===== config.mk =====
export PLATFORM = sky130hd
export DESIGN_NAME = fetch_unit
export DESIGN_NICKNAME = d
export VERILOG_FILES = /design/src/rtl/fetch_unit.sv
export SDC_FILE = /design/constraint.sdc
export NUM_CORES = 1
export LEC_CHECK = 0
export BUFFER_PORTS_ARGS = -buffer_cell sky130_fd_sc_hd__buf_4
export CORE_AREA = 5 5 129 131
export DETAILED_ROUTE_END_ITERATION = 16
export DIE_AREA = 0 0 134 136
export HOLD_SLACK_MARGIN = 0.08
export PLACE_DENSITY_LB_ADDON = 0.15
export SYNTH_ARGS = -nofsm -noshare
export SYNTH_HDL_FRONTEND = slang
export SYNTH_SLANG_ARGS = --single-unit

===== constraint.sdc =====
create_clock -name clk -period 3.1 [get_ports clk]
set_clock_uncertainty 0.1 [all_clocks]
set_input_delay 0.155 -clock clk [delete_from_list [all_inputs] [get_ports clk]]
set_output_delay 0.155 -clock clk [all_outputs]
set_load 0.1 [all_outputs]

===== src/rtl/fetch_unit.sv =====
// Instruction fetch stage: PC, 1-cycle-latency imem interface, prefetch queue, redirect flush.
// Optional halt-on-all-ones-word support is enabled by defining FETCH_HALT_EN.
module fetch_unit #(
    parameter int                  PC_WIDTH    = 16,
    parameter int                  INSTR_WIDTH = 16,
    parameter int                  QUEUE_DEPTH = 4,
    parameter logic [PC_WIDTH-1:0] RESET_PC    = '0
) (
    input  logic                   clk,
    input  logic                   rst,
    output logic                   imem_req,
    output logic [PC_WIDTH-1:0]    imem_addr,
    input  logic [INSTR_WIDTH-1:0] imem_rdata,
    input  logic                   imem_valid,
    input  logic                   redirect,
    input  logic [PC_WIDTH-1:0]    redirect_pc,
    output logic                   instr_valid,
    output logic [INSTR_WIDTH-1:0] instr,
    output logic [PC_WIDTH-1:0]    instr_pc,
    input  logic                   instr_ready,
    output logic                   halted
);

    localparam int PTR_W = $clog2(QUEUE_DEPTH);
    localparam int CNT_W = PTR_W + 1;

    typedef struct packed {
        logic [INSTR_WIDTH-1:0] word;
        logic [PC_WIDTH-1:0]    pc;
    } entry_t;

    entry_t              queue_mem [QUEUE_DEPTH];
    entry_t              head;
    logic [PTR_W-1:0]    rd_ptr;
    logic [PTR_W-1:0]    wr_ptr;
    logic [CNT_W-1:0]    count;
    logic [PC_WIDTH-1:0] pc;
    logic [PC_WIDTH-1:0] inflight_pc;
    logic                inflight;
    logic                discard;
    logic                halt_q;
    logic                issue;
    logic                push;
    logic                pop;

    // Counting the in-flight request reserves its queue slot, so a response never overflows.
    // NOTE: combinational blocks assign every output a default first, so no path can infer a latch.
    always_comb begin
        issue = 1'b0;
        push  = 1'b0;
        pop   = 1'b0;
        head  = queue_mem[rd_ptr];
        if (!rst && !redirect && !halt_q)
            issue = (count + CNT_W'(inflight)) < CNT_W'(QUEUE_DEPTH);
        push = imem_valid && inflight && !discard && !redirect && !rst;
        pop  = instr_valid && instr_ready;
    end

    assign imem_req    = issue;
    assign imem_addr   = pc;
    assign instr_valid = (count != '0) && !redirect;
    assign instr       = (count != '0) ? head.word : '0;
    assign instr_pc    = (count != '0) ? head.pc   : '0;

    // NOTE: sequential state uses non-blocking assignments so every register sees pre-edge values.
    always_ff @(posedge clk) begin
        if (rst) begin
            pc          <= RESET_PC;
            inflight_pc <= '0;
            inflight    <= 1'b0;
            discard     <= 1'b0;
            rd_ptr      <= '0;
            wr_ptr      <= '0;
            count       <= '0;
        end else if (redirect) begin
            pc       <= redirect_pc;
            inflight <= 1'b0;
            discard  <= inflight;
            rd_ptr   <= '0;
            wr_ptr   <= '0;
            count    <= '0;
        end else begin
            discard  <= 1'b0;
            inflight <= issue;
            if (issue) begin
                pc          <= pc + PC_WIDTH'(1);
                inflight_pc <= pc;
            end
            if (push)
                wr_ptr <= wr_ptr + PTR_W'(1);
            if (pop)
                rd_ptr <= rd_ptr + PTR_W'(1);
            case ({push, pop})
                2'b10:   count <= count + CNT_W'(1);
                2'b01:   count <= count - CNT_W'(1);
                default: count <= count;
            endcase
        end
    end

    // NOTE: queue storage is not reset; count alone decides which entries are meaningful.
    always_ff @(posedge clk) begin
        if (push)
            queue_mem[wr_ptr] <= '{word: imem_rdata, pc: inflight_pc};
    end

`ifdef FETCH_HALT_EN
    always_ff @(posedge clk) begin
        if (rst || redirect)
            halt_q <= 1'b0;
        else if (push && (imem_rdata == '1))
            halt_q <= 1'b1;
    end
`else
    assign halt_q = 1'b0;
`endif

    assign halted = halt_q;

endmodule


==> metrics.md, run 1 <==
| Metric | Value |
|---|---|
| Status | `completed` |
| Vias/cell | `5.28` |
| Overflow after GRT | `0` |
| Top cells by area, synth | `edfxtp_1 56%, dfxtp_1 12%, mux4_2 10%` |
| IO Pins | `88` |
| DP Wirelength | `8200 um` |
| Critical Path Start Type | `input pin` |
| Worst-path clk slew | `0.06 ns` |
| Setup tns final | `0 ns` |
| PD cells | `549 nW/um2` |
| #FFs+latches synth | `171` |
| P&R area growth vs syn | `27.6%` |
| Highest Signal Layer | `met4` |
| Mapped Nets | `479` |
| Core ar. | `15500 um2` |
| DR iter-0 viols | `255` |
| Worst hold slack | `0.119 ns` |
| Post-synthesis cell area | `6900 um2` |
| Row count | `46` |
| Post-synth EDFFs | `128` |
| Fmax | `382 MHz` |
| Max Cap Viol | `0` |
| Fin crit period | `2.61 ns` |
| Worst path arrival time | `2.36 ns` |
| Starting Density | `0.446` |
| Worst Setup End Kind | `output pin` |
| Count of final setup violators | `0` |
| Max-slew headroom | `0.433` |
| Vias in the first global route | `4228` |
| N_diodes | `0` |
| Slew Limit Fails | `0` |
| Final #Nets | `614` |
| Synthesized area per cell | `15.9 um2` |
| Seq/Total Area, Yosys | `0.682` |
| Worst-Skew Late Latency | `0.41 ns` |
| Detailed Route WL | `13700 um` |
| Final period util | `0.843` |
| Clk sinks | `171` |
| Die area | `18200 um2` |
| DRT met1 WL | `6130 um` |
| Placer Congestion | `0.766` |
| Metal2 WL | `6750 um` |
| Die Height | `136 um` |
| Initial antenna violation count | `0` |
| Die span in x | `134 um` |
| Synth top cells by count | `128 x edfxtp_1, 43 x dfxtp_1, 36 x nor2_1` |
| Avg WL per Cell | `17.6 um` |
| Via count | `4089` |
| CP Data Required Time | `2.84 ns` |
| Worst min path class | `in -> reg` |
| Setup Buffers After CTS | `0` |
| RSZ-0062 raised after global routing | `false` |
| Worst-Margin Slew | `0.833 ns` |
| Antenna-violating nets left | `0` |
| Met3 WL | `565 um` |
| Post-synth top area cell | `edfxtp_1` |
| 1st-pass router iterations | `5` |
| Type of the worst setup path | `in -> out` |
| Pleak | `3.16 nW` |
| Yosys cell types | `47` |
| Global-route wire length before repair | `22000 um` |
| H-tree levels | `4` |
| Largest net degree at the start of global routing | `37` |
| DRC errors left | `0` |
| Worst-path maximum fanout | `36` |
| Syn Inst Count | `435` |
| Most frequent cell after synthesis | `edfxtp_1` |
| GRT Util Overall | `0.158` |
| Synth warnings | `0` |
| PortBufs | `86` |
| CTS Root Cell | `clkbuf_16` |
| Fillers | `1230` |
| Max clock buf depth | `2` |
| Ys flop type | `edfxtp_1` |
| Share of cells above drive strength 1 | `0.290` |
| Async SR Flop Fraction | `0` |
| Peak VDD IR | `0.405 mV` |
| CTS tree | `done` |
| Total CTS buffers | `17` |
| Share of the synthesized area in the top cell type | `0.557` |
| Final Hold Fails | `0` |
-- final cells by class --
class | instances | area, um2 | share of cell area
sequential | 171 | 4710 | 0.535
multi-input combinational | 225 | 2040 | 0.232
timing repair buffer | 143 | 1210 | 0.137
clock buffer | 19 | 433 | 0.0492
tap | 192 | 240 | 0.0273
clock inverter | 13 | 128 | 0.0145
inverter | 12 | 45.0 | 0.00512
-- layer usage --
metal	GRT usage	up-vias
met5	0	-
met4	0.0611	0
met3	0.0415	18
met2	0.260	106
met1	0.202	2022
li1	-	1943
-- worst max-delay path, stage by stage --
cell and delay, ns:
dlygate4sd3_1 0.52, buf_4 0.34, nor3b_2 0.10, mux2i_4 0.67, buf_4 0.28, inv_1 0.05
buf_4 0.22
-- flip-flops by register name (all words and copies together) (netlist names), named ones only --
register / count
discard: 1
imem_addr: 16
wr_ptr: 2
rd_ptr: 2
inflight: 1
queue_mem: 128
inflight_pc: 16
count: 3
-- path summary, 6_finish.rpt --
check	slack, ns	cells past startpoint	start	end
worst max-delay path	0.49	7	rst	imem_req
worst min-delay path	0.12	4	instr_ready	flop
worst max register to register	0.49	5	imem_addr[0]$_SDFFE_PP0P_	imem_addr[12]$_SDFFE_PP0P_
worst min register to register	0.41	0	inflight_pc[6]$_SDFFE_PP0P_	queue_mem[0][6]$_DFFE_PP_
-- through the flow --
step | cell area [um2] | cells | util | setup slack, ns | total power [mW]
finish | 8800 | 775 | 0.569 | 0.485 | 4.83
global route | 8800 | 775 | 0.569 | 0.345 | 5.02
CTS | 8800 | 775 | 0.569 | 0.439 | 4.88
detailed placement | 7750 | 694 | 0.501 | 0.684 | 2.84
global placement | 7750 | 694 | 0.501 | 0.782 | 2.84
floorplan | 6900 | 435 | - | 0.422 | 2.75
-- where the power goes --
part	switching [mW]	internal (mW)	total, mW
Combinational	0.205	0.124	0.329
Sequential	0.0382	2.48	2.52
Clock	0.815	1.17	1.99
Total	1.06	3.78	4.83
-- cells by family (layout without fill, tap and decap cells) --
logic type	count (synthesis)	after routing	synth area share
compound gates	32	32	0.0346
xor+xnor	8	8	0.0112
fa+ha+maj	7	7	0.0138
buf+inv	39	187	0.0247
flops	171	171	0.682
mux	51	51	0.133
other cells	1	1	0.000544
simple gates	126	126	0.100
-- placed cells by master (no fill, tap or decap), types with 3 or more instances in the layout --
master / netlist / routed
buf_4: 4 / 93
edfxtp_1: 128 / 128
mux4_2: 32 / 32
nand2_1: 14 / 14
nor2_1: 36 / 36
a21oi_1: 3 / 3
xor2_1: 3 / 3
nand4_1: 4 / 4
clkinv_2: 0 / 4
clkinvlp_4: 0 / 3
xnor2_1: 4 / 4
clkbuf_16: 0 / 17
o21ai_0: 3 / 3
or4_1: 9 / 9
nand3_1: 5 / 5
a31oi_1: 5 / 5
or3_1: 3 / 3
dlygate4sd3_1: 0 / 49
ha_1: 6 / 6
inv_1: 12 / 12
a311oi_1: 7 / 7
dfxtp_1: 43 / 42
nor3_1: 4 / 3
mux2i_1: 17 / 17
o31ai_1: 3 / 3
nor2b_1: 33 / 33
o311ai_0: 3 / 3
and2_2: 0 / 4
a2111oi_0: 3 / 3
-- timing repair --
| action | 4_1_cts | 5_1_grt |
|---|---|---|
| hold endpoints to repair | 98 | 0 |
| hold buffers | 49 | 0 |
| gates resized for setup | 0 | 0 |
(Power assumes the default switching activity.)
==> run 2: changes to the inputs <==
Settings changed: ABC_AREA set to 1, CORE_AREA 5 5 129 131 to 5 5 131 133, DIE_AREA 0 0 134 136 to 0 0 136 138.
Clock period 3.1 ns to 2.45 ns, I/O delays scaled along.
==> run 2 against run 1 <==
Die area rose by 3.0%. Non-clock buffer count rose by 2. First-iteration DRC count fell by 3.9%. Largest cell class unchanged.
==> metrics.md, run 2 <==
| Metric | Value |
|---|---|
| Worst min path class | `in -> reg` |
| Area of the multi-input gates | `2270 um2` |
| CP Data Required Time | `2.23 ns` |
| Crit-path max cell delay | `0.35 ns` |
| Pleak | `3.48 nW` |
| PortBufs | `86` |
| Share of cells above drive strength 1 | `0.215` |
| Worst path arrival time | `2.06 ns` |
| Async SR Flop Fraction | `0` |
| Worst-path clk slew | `0.06 ns` |
| Fillers | `1269` |
| R2R Setup Slk | `0.35 ns` |
| Largest net degree at the start of global routing | `65` |
| Top cells by area, synth | `edfxtp_1 54%, dfxtp_1 12%, nor2_1 8.0%` |
| Crit-path slowest cell | `clkinv_1` |
| Min-Delay Path Depth | `2` |
| Switching share of power | `0.216` |
| Share of the synthesized area in the top cell type | `0.536` |
| Max reg flops | `128` |
| Type of the worst setup path | `reg -> out` |
| PD cells | `684 nW/um2` |
| Pre-CTS WS | `0.365 ns` |
| Detailed Route WL | `16100 um` |
| Final Hold Fails | `0` |
| Status | `completed` |
| CTS Root Cell | `clkbuf_16` |
| Clk sinks | `171` |
| Seq/Total Area, Yosys | `0.656` |
| Peak VDD IR | `0.538 mV` |
| Total CTS buffers | `17` |
| Worst-Skew Late Latency | `0.42 ns` |
| Int Power | `4.99 mW` |
| Worst Setup End Kind | `output pin` |
| Post-synthesis cell area | `7170 um2` |
| P&R area growth vs syn | `29.7%` |
| Overflow after GRT | `0` |
| CP bufs+invs | `3` |
| CTS tree | `done` |
| Placer Congestion | `0.820` |
| Ys flop type | `edfxtp_1` |
| N_diodes | `0` |
| Starting Density | `0.457` |
| H-tree levels | `4` |
| Initial antenna violation count | `0` |
| Synth warnings | `0` |
| IO Pins | `88` |
| DP Wirelength | `9760 um` |
| Sequential fraction of design power | `0.501` |
| Mapped Nets | `745` |
| Final #Nets | `874` |
| Die span in x | `136 um` |
| Hold path endpoint | `queue_mem[3][25]$_DFFE_PP_` |
| Die Height | `138 um` |
| Critical Path Start Type | `flop` |
| P_sw | `1.38 mW` |
| R2R cell count | `11` |
| DRC errors left | `0` |
| Fmax | `438 MHz` |
| GRT Util Overall | `0.178` |
| Slew Limit Fails | `0` |
| Tot Pwr | `6.37 mW` |
| Via count | `5283` |
| DR iter-0 viols | `245` |
| Synthesized area per cell | `10.2 um2` |
| Synth top cells by count | `153 x nor2_1, 128 x edfxtp_1, 76 x nand2_1` |
| Max clock buf depth | `2` |
| Max Cap Viol | `0` |
| Reg with most FFs | `queue_mem` |
| #FFs+latches synth | `171` |
| Post-synth EDFFs | `128` |
| Avg WL per Cell | `15.2 um` |
| Crit path depth | `5` |
| Worst-path maximum fanout | `50` |
| Most frequent cell after synthesis | `nor2_1` |
| Yosys cell types | `33` |
| Reg2reg start | `count[2]$_SDFFE_PP0P_` |
| Reg area | `4710 um2` |
| Die area | `18800 um2` |
| Final period util | `0.931` |
| Global-route wire length before repair | `26500 um` |
| Syn Inst Count | `701` |
| Most frequent cells in the layout | `149 x nor2_1, 128 x edfxtp_1, 94 x buf_4` |
| Clk pwr share | `0.429` |
| Hold_sp | `imem_rdata[9]` |
| Critical path, cell by cell | `clkinv_1 -> buf_12 -> o21ai_0 -> a21oi_2 -> buf_4` |
| Final worst slack | `0.169 ns` |
| Post-synth top area cell | `edfxtp_1` |
| Fin crit period | `2.28 ns` |
| Most common cell after layout, fill and taps aside | `nor2_1` |
| RSZ-0062 raised after global routing | `false` |
| Vias/cell | `4.99` |
| RR Endpoint | `count[2]$_SDFFE_PP0P_` |
| Row count | `46` |
| Setup Buffers After CTS | `0` |
| Vias in the first global route | `5266` |
| 1st-pass router iterations | `5` |
| Core ar. | `15700 um2` |
| Antenna-violating nets left | `0` |
| Count of final setup violators | `0` |
| Family with the most delay on the worst path | `buffers and inverters` |
| Comb power frac | `0.070` |
-- run 2: how the worst max path moves through the flow --
stage	start	end	slack, ns
floorplan	inflight$_SDFF_PP0_	queue_mem[0][0]$_DFFE_PP_	-0.17
global placement	count[0]$_SDFFE_PP0P_	count[2]$_SDFFE_PP0P_	0.43
detailed placement	count[0]$_SDFFE_PP0P_	count[2]$_SDFFE_PP0P_	0.36
CTS	flop	instr_pc[10]	0.03
global route	flop	instr_pc[10]	0.01
finish	flop	instr_pc[12]	0.17
-- run 2: per-stage QoR --
step | setup TNS (ns) | cells | area, um2 | util | hold WS (ns)
finish | 0 | 1059 | 9300 | 0.592 | 0.348
global route | 0 | 1059 | 9300 | 0.592 | 0.337
CTS | 0 | 1059 | 9290 | 0.591 | 0.329
detailed placement | 0 | 982 | 8230 | 0.524 | 0.226
global placement | 0 | 982 | 8230 | 0.524 | 0.222
floorplan | -22.01 | 701 | 7290 | - | 0.0916
-- run 2: cells by family (layout without fill, tap and decap cells) --
kind of cell / count (synthesis) / count (layout) / share of synthesized area
flip-flops: 171 / 171 / 0.656
buffers and inverters: 82 / 224 / 0.0495
other: 1 / 1 / 0.000523
AND/OR/NAND/NOR: 280 / 280 / 0.163
AO/OA/AOI/OAI: 157 / 157 / 0.114
XOR/XNOR: 3 / 3 / 0.00366
adder cells (fa/ha/maj): 7 / 7 / 0.0133
-- run 2: layout make-up --
| type | count | area share |
|---|---|---|
| Multi-Input combinational cell | 448 | 0.244 |
| Sequential cell | 171 | 0.506 |
| Clock buffer | 18 | 0.0461 |
| Tap cell | 216 | 0.0291 |
| Clock inverter | 14 | 0.0191 |
| Inverter | 47 | 0.0192 |
| Timing Repair Buffer | 145 | 0.136 |
-- run 2: power groups by stage --
stage	clock (mW)	combinational (mW)	sequential [mW]
final	2.73	0.446	3.19
after floorplan	0	0.155	3.36
after CTS	2.79	0.446	3.19
after global routing	2.92	0.481	3.20
after global placement	0	0.383	3.25
after detailed placement	0	0.388	3.25
-- run 2: what timing repair did --
item,in CTS,in global routing
hold endpoints to repair,91,0
resized for setup,0,2
setup endpoints to repair,0,33
hold buffers,45,0
-- run 2: routing by layer --
layer	up-vias	part of all wire	global-route usage
met1	2499	0.44	0.228
li1	2656	-	-
met4	0	0.0092	0.0562
met2	118	0.50	0.302
met5	-	0	0
met3	10	0.047	0.0377
==> run 3: changes to the inputs <==
Clock period 2.45 ns to 2.9 ns, I/O delays scaled along.
==> run 3 against run 2 <==
Count of clock-buffer cells in the layout unchanged. Via count decreased by 0.28%. Critical path depth increased by 4. Critical endpoint is now imem_addr[2]$_SDFFE_PP0P_. Critical path type is now in -> reg. Sequential power decreased by 15%. Clock power decreased by 19%. First-iteration DRC count increased by 9.0%. Die area unchanged. Total power decreased by 17%. Global-route usage decreased by 0.71 points.
==> metrics.md, run 3 (same netlist as run 2, synthesis figures left out) <==
| Metric | Value |
|---|---|
| Status | `completed` |
| Max reg flops | `128` |
| Slew Limit Fails | `0` |
| Worst-Margin Slew | `0.914 ns` |
| IO Pins | `88` |
| Peak VDD IR | `0.368 mV` |
| Largest net degree at the start of global routing | `65` |
| Worst min path class | `in -> reg` |
| Die Height | `138 um` |
| Setup tns final | `0 ns` |
| CP Data Required Time | `3.16 ns` |
| Most common cell after layout, fill and taps aside | `nor2_1` |
| Vias/cell | `4.97` |
| RSZ-0062 raised after global routing | `false` |
| Reg area | `4710 um2` |
| Reg with most FFs | `queue_mem` |
| Final period util | `0.905` |
| Type of the worst setup path | `in -> reg` |
| Utilization after layout | `0.580` |
| Overflow after GRT | `0` |
| Global-route wire length before repair | `25400 um` |
| 1st-pass router iterations | `4` |
| Share of cells above drive strength 1 | `0.172` |
| P&R area growth vs syn | `27.1%` |
| Final Cell Area | `9120 um2` |
| Via count | `5268` |
| GRT Util Overall | `0.171` |
| Vias in the first global route | `5041` |
| Worst-path clk slew | `0.06 ns` |
| Worst path arrival time | `2.89 ns` |
| Worst-path maximum fanout | `24` |
| Initial antenna violation count | `0` |
| Post-DP Area | `8020 um2` |
| Row count | `46` |
| Clk sinks | `171` |
| Fin crit period | `2.63 ns` |
| CTS Root Cell | `clkbuf_16` |
| Worst Setup End Kind | `flop` |
| Die span in x | `136 um` |
| Die area | `18800 um2` |
| Fillers | `1317` |
| Fmax | `381 MHz` |
| Count of final setup violators | `0` |
| Avg WL per Cell | `15.1 um` |
| Max clock buf depth | `2` |
| Final Hold Fails | `0` |
| Core ar. | `15700 um2` |
| Critical Path Start Type | `input pin` |
| Setup Buffers After CTS | `0` |
| Placer Congestion | `0.865` |
| Pleak | `3.49 nW` |
| Total CTS buffers | `17` |
| DP Wirelength | `9400 um` |
| DRC errors left | `0` |
| DR iter-0 viols | `267` |
| Max Cap Viol | `0` |
| Max-slew headroom | `0.390` |
| Most frequent cells in the layout | `149 x nor2_1, 128 x edfxtp_1, 96 x buf_4` |
| H-tree levels | `4` |
| Antenna-violating nets left | `0` |
| PD cells | `579 nW/um2` |
| Final #Nets | `876` |
| Worst-Skew Late Latency | `0.42 ns` |
| Area of the multi-input gates | `2150 um2` |
| Starting Density | `0.457` |
| PortBufs | `86` |
| N_diodes | `0` |
| Detailed Route WL | `16100 um` |
| CTS tree | `done` |
run 3: repair_timing:
item | CTS | global route
endpoints found under the hold margin | 92 | 0
hold buffers | 51 | 0
gates resized for setup | 0 | 1
setup endpoints to repair | 0 | 1
run 3: worst paths after layout:
check	start	to	slack (ns)	depth (start not counted)
max reg2reg	count[2]$_SDFFE_PP0P_	imem_addr[2]$_SDFFE_PP0P_	0.36	8
min reg2reg	rd_ptr[1]$_SDFFE_PP0P_	rd_ptr[1]$_SDFFE_PP0P_	0.40	1
max	rst	imem_addr[2]$_SDFFE_PP0P_	0.27	9
min	imem_rdata[15]	queue_mem[1][31]$_DFFE_PP_	0.38	2
run 3: metal layers:
layer,vias to the layer above,track usage,wire (um)
met3,14,0.0370,563
li1,2654,-,-
met4,0,0.0525,217
met1,2502,0.230,7470
met5,-,0,0
met2,98,0.278,7810
run 3: layout make-up:
cell class              count  area share
flip-flops and latches    171       0.516
multi-input cells         448       0.236
repair buffers            147       0.135
clock buffers              18      0.0471
well taps                 216      0.0296
inverters                  47      0.0196
clock inverters            14      0.0169
run 3: where the power goes:
group | total, mW | internal [mW] | switching [mW] | leakage (nW)
logic | 0.379 | 0.137 | 0.242 | 1.63
registers | 2.70 | 2.65 | 0.0413 | 1.58
clock network | 2.21 | 1.34 | 0.870 | 0.284
run 3: per-stage QoR:
step | worst slack (ns) | hold slack (ns) | std cells | power [mW]
final | 0.275 | 0.377 | 1061 | 5.28
after global routing | 0.139 | 0.364 | 1061 | 5.46
after CTS | 0.152 | 0.365 | 1061 | 5.31
after detailed placement | 0.531 | 0.248 | 978 | 3.07
after global placement | 0.547 | 0.246 | 978 | 3.06
after floorplan | 0.278 | 0.114 | 701 | 2.97
run 3: worst max-delay path, stage by stage:
cell	delay, ns
dlygate4sd3_1	0.53
buf_4	0.23
nor2_4	0.20
nand3_4	0.26
nor2_1	0.17
a21oi_1	0.06
dlygate4sd3_1	0.58
a21oi_1	0.14
dlygate4sd3_1	0.56
